===== config.mk =====
export PLATFORM = sky130hd
export DESIGN_NAME = add_sub_2c_serial
export DESIGN_NICKNAME = d
export VERILOG_FILES = /design/src/rtl/add_sub_2c_serial.sv
export SDC_FILE = /design/constraint.sdc
export NUM_CORES = 1
export LEC_CHECK = 0
export CORE_MARGIN = 4
export CORE_UTILIZATION = 52
export CTS_CLUSTER_DIAMETER = 100
export DETAILED_ROUTE_END_ITERATION = 8
export PLACE_DENSITY = 0.83
export SETUP_SLACK_MARGIN = 0.3
export SYNTH_ARGS = -nofsm -noshare
export SYNTH_HDL_FRONTEND = slang
export SYNTH_SLANG_ARGS = --single-unit

===== constraint.sdc =====
create_clock -name clk -period 3.15 [get_ports clk]
set_input_delay 0.7875 -clock clk [delete_from_list [all_inputs] [get_ports clk]]
set_output_delay 0.7875 -clock clk [all_outputs]
set_load 0.02 [all_outputs]

===== src/rtl/add_sub_2c_serial.sv =====
// Bit-serial two's-complement add/subtract, LSB first, with start/done handshake.
// One bit per clock; carry and signed overflow match an N-bit parallel adder.
module add_sub_2c_serial #(
  parameter int N = 4
) (
  input  logic         clk,
  input  logic         rst,
  input  logic         start,
  input  logic         sub,
  input  logic [N-1:0] op1,
  input  logic [N-1:0] op2,
  output logic [N-1:0] out,
  output logic         co,
  output logic         ov,
  output logic         busy,
  output logic         done
);

  localparam int CW = $clog2(N);
  localparam logic [CW-1:0] LAST_BIT = CW'(N - 1);

  typedef enum logic [1:0] {
    S_IDLE  = 2'd0,
    S_SHIFT = 2'd1,
    S_DONE  = 2'd2
  } state_t;

  state_t         r_state;
  logic [N-1:0]   r_a;
  logic [N-1:0]   r_b;
  logic [N-1:0]   r_res;
  logic           r_carry;
  logic [CW-1:0]  r_count;

  logic           w_sum;
  logic           w_cout;
  logic           w_accept;
  logic           w_last;

  function automatic logic maj3(input logic x, input logic y, input logic z);
    return (x & y) | (x & z) | (y & z);
  endfunction

  // Full-adder slice on the current LSBs and the accept/terminal decodes
  always_comb begin
    w_sum    = 1'b0;
    w_cout   = 1'b0;
    w_accept = 1'b0;
    w_last   = 1'b0;
    w_sum    = r_a[0] ^ r_b[0] ^ r_carry;
    w_cout   = maj3(r_a[0], r_b[0], r_carry);
    // A new request may land in the DONE cycle so back-to-back runs take N+1 cycles.
    if ((r_state == S_IDLE) || (r_state == S_DONE)) begin
      w_accept = start;
    end else begin
      w_accept = 1'b0;
    end
    if (r_count == LAST_BIT) begin
      w_last = 1'b1;
    end else begin
      w_last = 1'b0;
    end
  end

  // Control FSM, operand/result shifters and registered outputs
  always_ff @(posedge clk or posedge rst) begin
    if (rst) begin
      r_state <= S_IDLE;
      r_a     <= {N{1'b0}};
      r_b     <= {N{1'b0}};
      r_res   <= {N{1'b0}};
      r_carry <= 1'b0;
      r_count <= {CW{1'b0}};
      out     <= {N{1'b0}};
      co      <= 1'b0;
      ov      <= 1'b0;
      busy    <= 1'b0;
      done    <= 1'b0;
    end else if (w_accept) begin
      // Subtraction is addition of the inverted operand with carry-in 1.
      r_a     <= op1;
      r_b     <= sub ? ~op2 : op2;
      r_carry <= sub;
      r_count <= {CW{1'b0}};
      r_state <= S_SHIFT;
      busy    <= 1'b1;
      done    <= 1'b0;
    end else begin
      case (r_state)
        S_IDLE: begin
          busy <= 1'b0;
          done <= 1'b0;
        end
        S_SHIFT: begin
          r_a     <= {1'b0, r_a[N-1:1]};
          r_b     <= {1'b0, r_b[N-1:1]};
          r_res   <= {w_sum, r_res[N-1:1]};
          r_carry <= w_cout;
          if (w_last) begin
            out     <= {w_sum, r_res[N-1:1]};
            co      <= w_cout;
            ov      <= r_carry ^ w_cout;
            done    <= 1'b1;
            r_state <= S_DONE;
          end else begin
            r_count <= r_count + CW'(1);
          end
        end
        S_DONE: begin
          done    <= 1'b0;
          busy    <= 1'b0;
          r_state <= S_IDLE;
        end
        default: begin
          done    <= 1'b0;
          busy    <= 1'b0;
          r_state <= S_IDLE;
        end
      endcase
    end
  end

endmodule


Word-level counts from Yosys, hierarchy flattened --
Cells that the tools add are included.
Word-level totals: output and inout bits 8, flip-flop bits (word level) 25, logic and storage cells 56
Operators by class: muxes and demuxes 20, add/sub/neg operators 1, equality and inequality tests 7, reductions and logical operators 7, bitwise gates (word level) 10
Operator list (count):
- 2-to-1 mux 4 bit | 5
- 2-to-1 mux 2 bit | 5
- 2-to-1 mux 1 bit | 9
- != test 2 bit (second input constant) | 3
- AND reduction 2 bit | 3
- equality test 2 bit (second input constant) | 2
- NOT 4 bit | 1
- one-hot mux 2 bit (2 select lines) | 1
- bitwise AND 1 bit | 3
- != test 3 bit (second input constant) | 1
- AND reduction 3 bit | 1
- bitwise XOR 1 bit | 3
- adder 2 x 1 -> 2 bit (second input constant) | 1
- equality test 2 x 1 -> 1 bit (second input constant) | 1
- zero test 2 bit | 1
- OR 1 bit | 2
- nonzero test 2 bit | 1
- logical OR 1 bit | 1
- NOT 1 bit | 1

Longest topological paths before layout --
Gate-level depths: netlist (run 1).
depth in word-level cells 5, depth in mapped cells 5, mapped depth without buffers 4

Worst setup path after synthesis (run 1) --
OpenSTA, ideal clock, no wires.
kind input to register, start point in start, end point reg r_a[0], buffers on the path 1, slack 1.634 ns, stages on the path 4, setup time 0.118 ns, data arrival time 1.398 ns, cell sequence nor2b_1 > buf_2 > a22o_1 > a21o_1
Between the ends: word-level cells in the longest chain between the ends 2, elaborated cells between the ends (all ways) 3, those cells by class mux (2); reduce/logical (1)
Ends and longest elaborated chain:
- from (decl) | line 8 | input logic start,
- 2-to-1 mux 1 bit * | line 53 | if ((r_state == S_IDLE) || (r_state == S_DONE)) begin
- 2-to-1 mux 4 bit or nonzero test 2 bit (tied branches)
- to (signal assigned) | line 69 | r_a <= {N{1'b0}};
- to (signal assigned) | line 81 | r_a <= op1;
- to (signal assigned) | line 95 | r_a <= {1'b0, r_a[N-1:1]};
- to (decl) | line 29 | logic [N-1:0] r_a;
Every way passes the cells marked *; elsewhere a longest branch is shown, timed or not. A chain may end at the register's enable or synchronous reset.

Worst setup path in the final report (run 1) --
start point reg busy, end point out busy
RTL lines:
- from (decl) | line 15 | output logic busy,
- from (signal assigned) | line 77 | busy <= 1'b0;
- from (signal assigned) | line 86 | busy <= 1'b1;
- from (signal assigned) | line 91 | busy <= 1'b0;
No word-level cell between the ends.

==> results of run 1 <==
## stage by stage
step           hold slack, ns  power (uW)  instance area [um2]
5_1_grt                 0.524        1350                 1280
6_report                0.491        1250                 1280
4_1_cts                 0.498        1270                 1280
3_3_place_gp            0.462        1090                 1250
2_1_floorplan           0.450         953                 1040
3_5_place_dp            0.469        1110                 1250
## cell type report
type / instances / area (um2) / area share
Timing Repair Buffer: 20 / 198 / 0.154
Inverter: 2 / 7.51 / 0.00584
Clock buffer: 4 / 36.3 / 0.0282
Multi-Input combinational cell: 49 / 412 / 0.320
Tap cell: 25 / 31.3 / 0.0243
Sequential cell: 24 / 601 / 0.467
## registers in the layout (all words and copies together), names as in the netlist
| signal | cells |
|---|---|
| busy | 1 |
| out | 4 |
| r_res | 3 |
| done | 1 |
| ov | 1 |
| co | 1 |
| r_a | 4 |
| r_state | 2 |
| r_count | 2 |
| r_carry | 1 |
| r_b | 4 |
## kinds of logic (layout without fill, tap and decap cells)
family	count (synthesis)	in the layout
flops	24	24
compound gates	15	15
mux	13	13
simple gates	13	13
xor+xnor	6	6
buf+inv	6	26
fa+ha+maj	2	2
## power by group
| part | total, uW | internal [uW] | switching, uW |
|---|---|---|---|
| combinational | 565 | 311 | 254 |
| clock | 153 | 70.4 | 82.3 |
| sequential | 531 | 446 | 84.9 |
| total | 1250 | 827 | 421 |
## metal layers
layer  part of all wire  vias to the layer above  routed length, um  GRT usage
met3              0.074                        2                114     0.0256
met4              0.012                        0                 18     0.0383
met5                  0                        -                  0          0
met2               0.46                       24                713      0.223
li1                   -                      313                  -          -
met1               0.45                      295                696      0.175
## path summary, 6_finish.rpt
check	start	end	depth (start not counted)
max in group asynchronous	rst	r_state[0]	2
min in group asynchronous	rst	r_res[3]	2
hold / removal	r_a[1]	r_a[1]	1
hold reg to reg	r_a[1]	r_a[1]	1
setup / recovery	busy	busy	1
setup reg to reg	r_count[0]	out[1]	3
## cells in the mapped netlist
master / number
sky130_fd_sc_hd__ha_1: 1
sky130_fd_sc_hd__o21a_1: 1
sky130_fd_sc_hd__inv_1: 2
sky130_fd_sc_hd__nor2b_4: 1
sky130_fd_sc_hd__buf_2: 2
sky130_fd_sc_hd__buf_6: 1
sky130_fd_sc_hd__clkbuf_1: 1
sky130_fd_sc_hd__nor3b_2: 1
sky130_fd_sc_hd__fa_1: 1
sky130_fd_sc_hd__nand3b_2: 1
sky130_fd_sc_hd__o21ai_1: 4
sky130_fd_sc_hd__xnor2_1: 2
sky130_fd_sc_hd__or2_2: 1
sky130_fd_sc_hd__a22o_1: 5
sky130_fd_sc_hd__dfrtp_1: 24
sky130_fd_sc_hd__nor2_1: 3
sky130_fd_sc_hd__o21ai_0: 1
sky130_fd_sc_hd__nand2_1: 5
sky130_fd_sc_hd__a21o_1: 4
sky130_fd_sc_hd__xor2_1: 4
sky130_fd_sc_hd__nor2b_1: 1
sky130_fd_sc_hd__mux2i_1: 5
sky130_fd_sc_hd__mux2_2: 8
==> flow_summary.rst, run 1 <==
.. list-table::
   :header-rows: 1

   * - Metric
     - Value
   * - Final hold violations
     - 0
   * - Ratio of cells with drive above 1 in the final layout
     - 0.172
   * - Clock Latency Late Sink
     - 0.30 ns
   * - Placed instance count
     - 120
   * - GR Overflow Total
     - 0
   * - Setup slack of the worst register-to-register path
     - 1.83 ns
   * - Relative max-transition margin
     - 0.416
   * - Worst-path maximum fanout
     - 2
   * - Tot GR Track Use
     - 0.133
   * - Maximum Capacitance Violations
     - 0
   * - F_max
     - 485 MHz
   * - Clock slew at the register clock pins of the worst setup and hold paths
     - 0.13 ns
   * - Die boundary height
     - 52.8 um
   * - Synthesis-to-finish area growth
     - 23.0%
   * - Synth Instances
     - 79
   * - RD Place Congestion
     - 0.785
   * - Leading cell type in the layout, fill and taps excluded
     - sky130_fd_sc_hd__dfrtp_1
   * - Average size of a mapped cell
     - 13.2 um2
   * - Die extent in x
     - 52.8 um
   * - Post-cts gate resize count
     - 0
   * - End-of-flow core utilization
     - 0.706
   * - Number of CTS-inserted buffers
     - 3
   * - Final routed wirelength across all metal layers
     - 1540 um
   * - Clock sinks
     - 24
   * - Antenna violations before repair
     - 0
   * - Die footprint
     - 2790 um2
   * - Cell family with the largest share of critical-path delay
     - buffers and inverters
   * - Buffers added on ports
     - 19
   * - Leakage power
     - 0.000618 uW
   * - Number of synthesis warnings
     - 0
   * - Remaining number of nets flagged by the antenna check after routing
     - 0
   * - Area of the placeable core
     - 1820 um2
   * - Total setup violations reported at the end of the flow
     - 0
   * - Post-synthesis share of cell area spent on full adders, half adders and majority gates
     - 0.0311
   * - Transition time of the tightest slew-check pin
     - 0.875 ns
   * - Number of detailed-routing iterations run before antenna repair
     - 4
   * - TNS Setup
     - 0 ns
   * - Maximum count of clock buffers along a single path
     - 2
   * - Number of buffers and inverters on the critical path
     - 1
   * - Cell taking the most area after synthesis
     - sky130_fd_sc_hd__dfrtp_1
   * - Final worst path period share
     - 0.655
   * - Synthesized Nets
     - 93
   * - Synth cell types
     - 23
   * - Count of buffers added by post-CTS timing repair for setup
     - 0
   * - Filler instances
     - 145
   * - Multiplexer area fraction after synthesis
     - 0.134
   * - Flip-flop and latch count after synthesis
     - 24
   * - Area share of the leading cell type in the synthesized netlist
     - 0.575
   * - Maximum vdd ir drop
     - 578 uV
   * - Number of standard cells in the layout, taps in and fillers out
     - 124
   * - CTS tree
     - yes
   * - Pin count of the biggest net entering global routing
     - 25
   * - Number of placement rows
     - 15
   * - Outcome
     - complete, no violations
   * - Cell at the root of the clock tree
     - sky130_fd_sc_hd__clkbuf_4
   * - Largest family of logic cells by synthesized area
     - multiplexers
   * - Xor-xnor portion of the synthesized cell area
     - 0.0503
   * - Most frequent cells in the layout
     - sky130_fd_sc_hd__dfrtp_1 (24), sky130_fd_sc_hd__clkdlybuf4s50_1 (19), sky130_fd_sc_hd__mux2_2 (8)
   * - Area fraction in compound gates after synthesis
     - 0.102
   * - Drt initial violations
     - 4
   * - Sequential element share of the synthesized area
     - 0.575
   * - Via count of the first global-routing pass
     - 631
   * - Startpoint type of the worst setup path
     - flop
   * - Endpoint kind of the worst setup timing path
     - output pin
   * - Slowest CP cell
     - sky130_fd_sc_hd__clkdlybuf4s50_1
   * - Diode count
     - 0
   * - Worst setup path category
     - reg2out
   * - Post-Syn Area
     - 1040 um2
   * - Cells along the critical path
     - clkdlybuf4s50_1
   * - Wire length of the first global-routing pass
     - 2700 um
   * - Unrepaired setup endpoints after global routing
     - no
   * - Simple-gate area share of the yosys netlist
     - 0.0766
   * - Maximum cell stage delay along the critical path
     - 0.60 ns
   * - Min-delay worst type
     - reg2reg
   * - Net count of the finished layout
     - 114
   * - Setup slack of the critical path after layout
     - 1.09 ns
   * - Crit path time final
     - 2.06 ns
   * - Clock Skews
     - 0.0101 ns
   * - Starting density of the core
     - 0.574
   * - Avg Vias per Cell
     - 5.11
   * - Required time at the endpoint of the critical path
     - 2.36 ns
   * - Sum of net half-perimeters after detailed placement
     - 1170 um
   * - Number of I/O pins
     - 20
   * - Pwr Density
     - 972 nW/um2
   * - Worst slack at placement
     - 1.08 ns
   * - Hold-fix buffers at CTS
     - 0
   * - DRC violations left
     - 0
   * - Routed wirelength normalized by instance count
     - 12.4 um
   * - Main area contributors after synthesis
     - sky130_fd_sc_hd__dfrtp_1 (57%), sky130_fd_sc_hd__mux2_2 (8.6%), sky130_fd_sc_hd__mux2i_1 (4.8%), sky130_fd_sc_hd__a22o_1 (4.2%), sky130_fd_sc_hd__xor2_1 (3.4%)
   * - Number of levels the H-tree was split into
     - 1
   * - Routed via count
     - 634
   * - Fin. max-slew vios
     - 0
   * - Arr. time, crit path
     - 1.27 ns
No activity file was read; power rests on OpenSTA's default activity.
==> run 2: changes to the inputs <==
Settings changed: CORE_UTILIZATION 52 to 49, PLACE_DENSITY 0.83 to 0.79.
Clock period 3.15 ns to 2.04 ns, I/O delays scaled along.
==> run 2 against run 1 <==
Final area unchanged. Global-route usage shrank 0.14 points. Non-clock buffer count grew 1. Cell count grew 2.4%. Die area increased by 5.2%. Sequential power increased by 53%. Via count grew 0.63%.
==> flow_summary.rst, run 2 (synthesized netlist as in run 1, its figures left out) <==
.. list-table::
   :header-rows: 1

   * - Metric
     - Value
   * - Clock slew at the register clock pins of the worst setup and hold paths
     - 0.13 ns
   * - Ratio of cells with drive above 1 in the final layout
     - 0.180
   * - Final worst path period share
     - 0.757
   * - Cell family with the largest share of critical-path delay
     - flip-flops
   * - Synthesis-to-finish area growth
     - 23.0%
   * - Transition time of the tightest slew-check pin
     - 0.376 ns
   * - Min-delay worst type
     - reg2reg
   * - Remaining number of nets flagged by the antenna check after routing
     - 0
   * - Internal power
     - 1230 uW
   * - Buffers added on ports
     - 19
   * - Beginning of the worst register-to-register path
     - r_state[1]
   * - Count of buffers added by post-CTS timing repair for setup
     - 0
   * - Maximum vdd ir drop
     - 947 uV
   * - Hold-fix buffers at CTS
     - 0
   * - Leading cell type in the layout, fill and taps excluded
     - sky130_fd_sc_hd__dfrtp_1
   * - FF-to-FF path depth
     - 3
   * - Final hold violations
     - 0
   * - Clk pwr share
     - 0.130
   * - Clock sinks
     - 24
   * - Drt initial violations
     - 5
   * - Antenna violations before repair
     - 0
   * - Number of detailed-routing iterations run before antenna repair
     - 2
   * - Number of placement rows
     - 16
   * - Avg Vias per Cell
     - 5.02
   * - Relative contribution of sequential cells to total power
     - 0.430
   * - Net count of the finished layout
     - 115
   * - Clock Latency Late Sink
     - 0.31 ns
   * - Crit path time final
     - 1.55 ns
   * - Number of levels the H-tree was split into
     - 1
   * - Worst-path maximum fanout
     - 2
   * - Startpoint type of the worst setup path
     - flop
   * - Total net switching power
     - 667 uW
   * - Sum of net half-perimeters after detailed placement
     - 1190 um
   * - Filler instances
     - 163
   * - Wire length of the first global-routing pass
     - 2750 um
   * - Critical path endpoint
     - co
   * - CP startpoint
     - co
   * - Outcome
     - complete, no violations
   * - Critical register-to-register path endpoint
     - r_b[3]
   * - Maximum count of clock buffers along a single path
     - 2
   * - RD Place Congestion
     - 0.780
   * - Placed instance count
     - 123
   * - Die footprint
     - 2930 um2
   * - F_max
     - 647 MHz
   * - CTS tree
     - yes
   * - Die extent in x
     - 54.2 um
   * - Pwr Density
     - 1480 nW/um2
   * - Setup slack of the worst register-to-register path
     - 0.69 ns
   * - Via count of the first global-routing pass
     - 628
   * - Total setup violations reported at the end of the flow
     - 0
   * - Relative max-transition margin
     - 0.748
   * - Arr. time, crit path
     - 1.04 ns
   * - Fin. max-slew vios
     - 0
   * - Maximum Capacitance Violations
     - 0
   * - Number of buffers and inverters on the critical path
     - 1
   * - Most frequent cells in the layout
     - sky130_fd_sc_hd__dfrtp_1 (24), sky130_fd_sc_hd__clkdlybuf4s50_1 (11), sky130_fd_sc_hd__mux2_2 (8), sky130_fd_sc_hd__dlygate4sd2_1 (8)
   * - Endpoint kind of the worst setup timing path
     - output pin
   * - Cells along the critical path
     - dlygate4sd2_1
   * - Number of cells on the critical path
     - 1
   * - DRC violations left
     - 0
   * - GR Overflow Total
     - 0
   * - Gate power share
     - 0.441
   * - Number of standard cells in the layout, taps in and fillers out
     - 127
   * - Sequential standard cell area
     - 601 um2
   * - Switch share
     - 0.352
   * - Number of CTS-inserted buffers
     - 3
   * - Number of I/O pins
     - 20
   * - Routed via count
     - 638
   * - Tot GR Track Use
     - 0.132
   * - Die boundary height
     - 54.2 um
   * - Unrepaired setup endpoints after global routing
     - no
   * - Starting density of the core
     - 0.522
   * - Maximum cell stage delay along the critical path
     - 0.40 ns
   * - Pin count of the biggest net entering global routing
     - 25
   * - Clock Skews
     - 0.00342 ns
   * - Routed wirelength normalized by instance count
     - 12.6 um
   * - Area of the placeable core
     - 2000 um2
   * - Worst setup path category
     - reg2out
   * - TNS Setup
     - 0 ns
   * - Cell at the root of the clock tree
     - sky130_fd_sc_hd__clkbuf_4
   * - Area of the multi-input gates
     - 412 um2
   * - Slowest CP cell
     - sky130_fd_sc_hd__dfrtp_1
   * - Diode count
     - 0
   * - Registers with the most flip-flops
     - out x4, r_a x4, r_b x4
   * - Leakage power
     - 0.000643 uW
   * - Required time at the endpoint of the critical path
     - 1.53 ns
   * - Final routed wirelength across all metal layers
     - 1600 um
==> run 2: changes by cell type in the layout (fill, tap and decap cells not counted) <==
cell and delta:
sky130_fd_sc_hd__dlygate4sd2_1 +8, sky130_fd_sc_hd__clkdlybuf4s50_1 -8, sky130_fd_sc_hd__buf_4 +1
==> run 2: per-stage QoR <==
step	hold WS, ns	setup slack, ns	power, uW	utilization	cell area, um2
after floorplan	0.450	0.802	1470	-	1040
after global placement	0.460	0.324	1700	0.629	1260
after detailed placement	0.470	0.291	1730	0.629	1260
after CTS	0.499	0.483	1920	0.642	1280
after global routing	0.520	0.450	2050	0.642	1280
final	0.495	0.495	1900	0.642	1280
==> run 2: worst min path at each step <==
stage | depth (start not counted) | from | endpoint
6_report | 1 | busy | busy
5_1_grt | 1 | r_a[1] | r_a[1]
4_1_cts | 1 | busy | busy
3_5_place_dp | 1 | busy | busy
3_3_place_gp | 1 | r_a[2] | r_a[2]
2_1_floorplan | 1 | r_a[1] | r_a[1]
==> run 2: layer usage <==
metal | global-route usage | vias up | share of wire
met4 | 0.0747 | 0 | 0.022
met2 | 0.217 | 17 | 0.47
met5 | 0 | - | 0
met3 | 0.0249 | 5 | 0.053
met1 | 0.160 | 304 | 0.46
li1 | - | 312 | -
==> run 2: power groups by stage <==
stage          clock (uW)  combinational, uW  sequential, uW
3_3_place_gp            0                876             824
4_1_cts               250                852             821
5_1_grt               272                934             846
2_1_floorplan           0                579             892
3_5_place_dp            0                900             834
6_report              246                836             815
==> run 2: area by class of cell <==
type | count | area share
Inverter | 2 | 0.00584
Sequential cell | 24 | 0.467
Multi-Input combinational cell | 49 | 0.320
Clock buffer | 4 | 0.0282
Tap cell | 27 | 0.0263
Timing Repair Buffer | 21 | 0.152
==> run 2: timing repair <==
action,4_1_cts,5_1_grt
endpoints found under the hold margin,0,0
resized for setup,8,0
endpoints found under the setup margin,8,0
==> run 3: changes to the inputs <==
Clock period 2.04 ns to 1.6 ns, I/O delays scaled along.
==> run 3 against run 2 <==
Routed wire length rose by 9.9%. Register-to-register slack got worse by 0.37 ns. Final area rose by 6.9%. Via count rose by 8.2%. Critical path depth did not move. First-iteration DRC count rose by 20%. Critical path type unchanged. Largest cell class unchanged.
==> flow_summary.rst, run 3 (synthesized netlist as in run 1, its figures left out) <==
.. list-table::
   :header-rows: 1

   * - Metric
     - Value
   * - GR Overflow Total
     - 0
   * - Transition time of the tightest slew-check pin
     - 0.384 ns
   * - Leading cell type in the layout, fill and taps excluded
     - sky130_fd_sc_hd__dfrtp_1
   * - Die boundary height
     - 54.2 um
   * - Clock sinks
     - 24
   * - Net count of the finished layout
     - 123
   * - Maximum count of clock buffers along a single path
     - 2
   * - Maximum Capacitance Violations
     - 0
   * - Starting density of the core
     - 0.522
   * - Diode count
     - 0
   * - Routed wirelength normalized by instance count
     - 13.0 um
   * - Total length of routed met3 wires
     - 95 um
   * - Die footprint
     - 2930 um2
   * - Required time at the endpoint of the critical path
     - 1.20 ns
   * - Min-delay worst type
     - in2async
   * - Worst setup path category
     - reg2out
   * - Drt initial violations
     - 6
   * - Internal power
     - 1780 uW
   * - Number of I/O pins
     - 20
   * - Arr. time, crit path
     - 0.89 ns
   * - Number of CTS-inserted buffers
     - 3
   * - Wire length of the first global-routing pass
     - 2860 um
   * - Fin. max-slew vios
     - 0
   * - Clock Latency Late Sink
     - 0.31 ns
   * - Length of routed wiring on met1
     - 771 um
   * - Area of the placeable core
     - 2000 um2
   * - Crit path time final
     - 1.29 ns
   * - DRC violations left
     - 0
   * - Hold slack
     - 0.411 ns
   * - Routed wl met2
     - 867 um
   * - Remaining number of nets flagged by the antenna check after routing
     - 0
   * - Startpoint type of the worst setup path
     - flop
   * - Cell at the root of the clock tree
     - sky130_fd_sc_hd__clkbuf_4
   * - Clock slew at the register clock pins of the worst setup and hold paths
     - 0.12 ns
   * - Relative max-transition margin
     - 0.743
   * - Cell family with the largest share of critical-path delay
     - flip-flops
   * - Total setup violations reported at the end of the flow
     - 0
   * - Switch share
     - 0.346
   * - Relative contribution of sequential cells to total power
     - 0.398
   * - Leakage power
     - 0.000692 uW
   * - Sum of net half-perimeters after detailed placement
     - 1260 um
   * - Clock Skews
     - 0.00254 ns
   * - Clk pwr share
     - 0.114
   * - Outcome
     - complete, no violations
   * - Unrepaired setup endpoints after global routing
     - yes
   * - Cells along the critical path
     - buf_2
   * - Pin count of the biggest net entering global routing
     - 25
   * - CTS tree
     - yes
   * - F_max
     - 778 MHz
   * - RD Place Congestion
     - 0.861
   * - Ratio of cells with drive above 1 in the final layout
     - 0.333
   * - Most frequent cells in the layout
     - sky130_fd_sc_hd__dfrtp_1 (24), sky130_fd_sc_hd__clkdlybuf4s50_1 (11), sky130_fd_sc_hd__buf_4 (10), sky130_fd_sc_hd__mux2_2 (7)
   * - Final worst path period share
     - 0.803
   * - Via count of the first global-routing pass
     - 662
   * - Tot GR Track Use
     - 0.137
   * - Number of detailed-routing iterations run before antenna repair
     - 4
   * - Final hold violations
     - 0
   * - Synthesis-to-finish area growth
     - 31.5%
   * - Worst-path maximum fanout
     - 2
   * - Pwr Density
     - 1990 nW/um2
   * - Total net switching power
     - 945 uW
   * - Die extent in x
     - 54.2 um
   * - Avg Vias per Cell
     - 5.11
   * - Registers with the most flip-flops
     - out x4, r_a x4, r_b x4
   * - Endpoint kind of the worst setup timing path
     - output pin
   * - Number of levels the H-tree was split into
     - 1
   * - Buffers added on ports
     - 19
   * - Top routing layer in use
     - met4
   * - Final routed wirelength across all metal layers
     - 1760 um
   * - Total chip power
     - 2730 uW
   * - Routed via count
     - 690
   * - Antenna violations before repair
     - 0
   * - Gate power share
     - 0.488
   * - Hold-fix buffers at CTS
     - 0
   * - Slowest CP cell
     - sky130_fd_sc_hd__dfrtp_1
   * - Number of buffers and inverters on the critical path
     - 1
   * - Maximum cell stage delay along the critical path
     - 0.40 ns
   * - Maximum vdd ir drop
     - 1190 uV
   * - Number of placement rows
     - 16
-- run 3: cell type report --
cell class / count / area [um2]
tap: 27 / 33.8
timing repair buffer: 29 / 250
clock buffer: 4 / 36.3
multi-input combinational: 49 / 445
inverter: 2 / 7.51
sequential: 24 / 601
fill: 150 / 628
-- run 3: worst paths after layout --
check	from	to	slack, ns	depth (start not counted)
max in group asynchronous	rst	r_res[1]	0.96	3
min	rst	out[2]	0.41	3
min reg2reg	r_a[1]	r_a[1]	0.50	1
max reg2reg	r_state[0]	r_res[1]	0.32	3
min in group clk	r_a[1]	r_a[1]	0.50	1
max	done	done	0.31	1
-- run 3: power by group through the flow --
stage | Sequential [uW] | Clock [uW] | Combinational (uW)
global placement | 1050 | 0 | 1150
global route | 1120 | 353 | 1460
detailed placement | 1060 | 0 | 1190
finish | 1090 | 312 | 1330
CTS | 1050 | 330 | 1130
floorplan | 1140 | 0 | 738
-- run 3: metrics by stage --
stage | worst slack [ns] | utilization | cells | cell area, um2 | TNS [ns]
after floorplan | 0.363 | - | 79 | 1040 | 0
after global placement | 0.0261 | 0.636 | 125 | 1270 | 0
after detailed placement | -0.000522 | 0.636 | 125 | 1270 | -0.000522
after CTS | 0.286 | 0.639 | 129 | 1280 | 0
after global routing | 0.260 | 0.686 | 135 | 1370 | 0
final | 0.314 | 0.686 | 135 | 1370 | 0
-- run 3: metal layers --
layer / global-route usage / vias to the layer above
li1: - / 330
met1: 0.161 / 340
met2: 0.233 / 18
met3: 0.0249 / 2
met4: 0.0747 / 0
met5: 0 / -
-- run 3: timing repair --
item                                    CTS  global route
cloned                                    0             0
pin swaps                                 2             2
gates resized for setup                  34            12
endpoints found under the setup margin   15            18
buffers inserted                          0             6
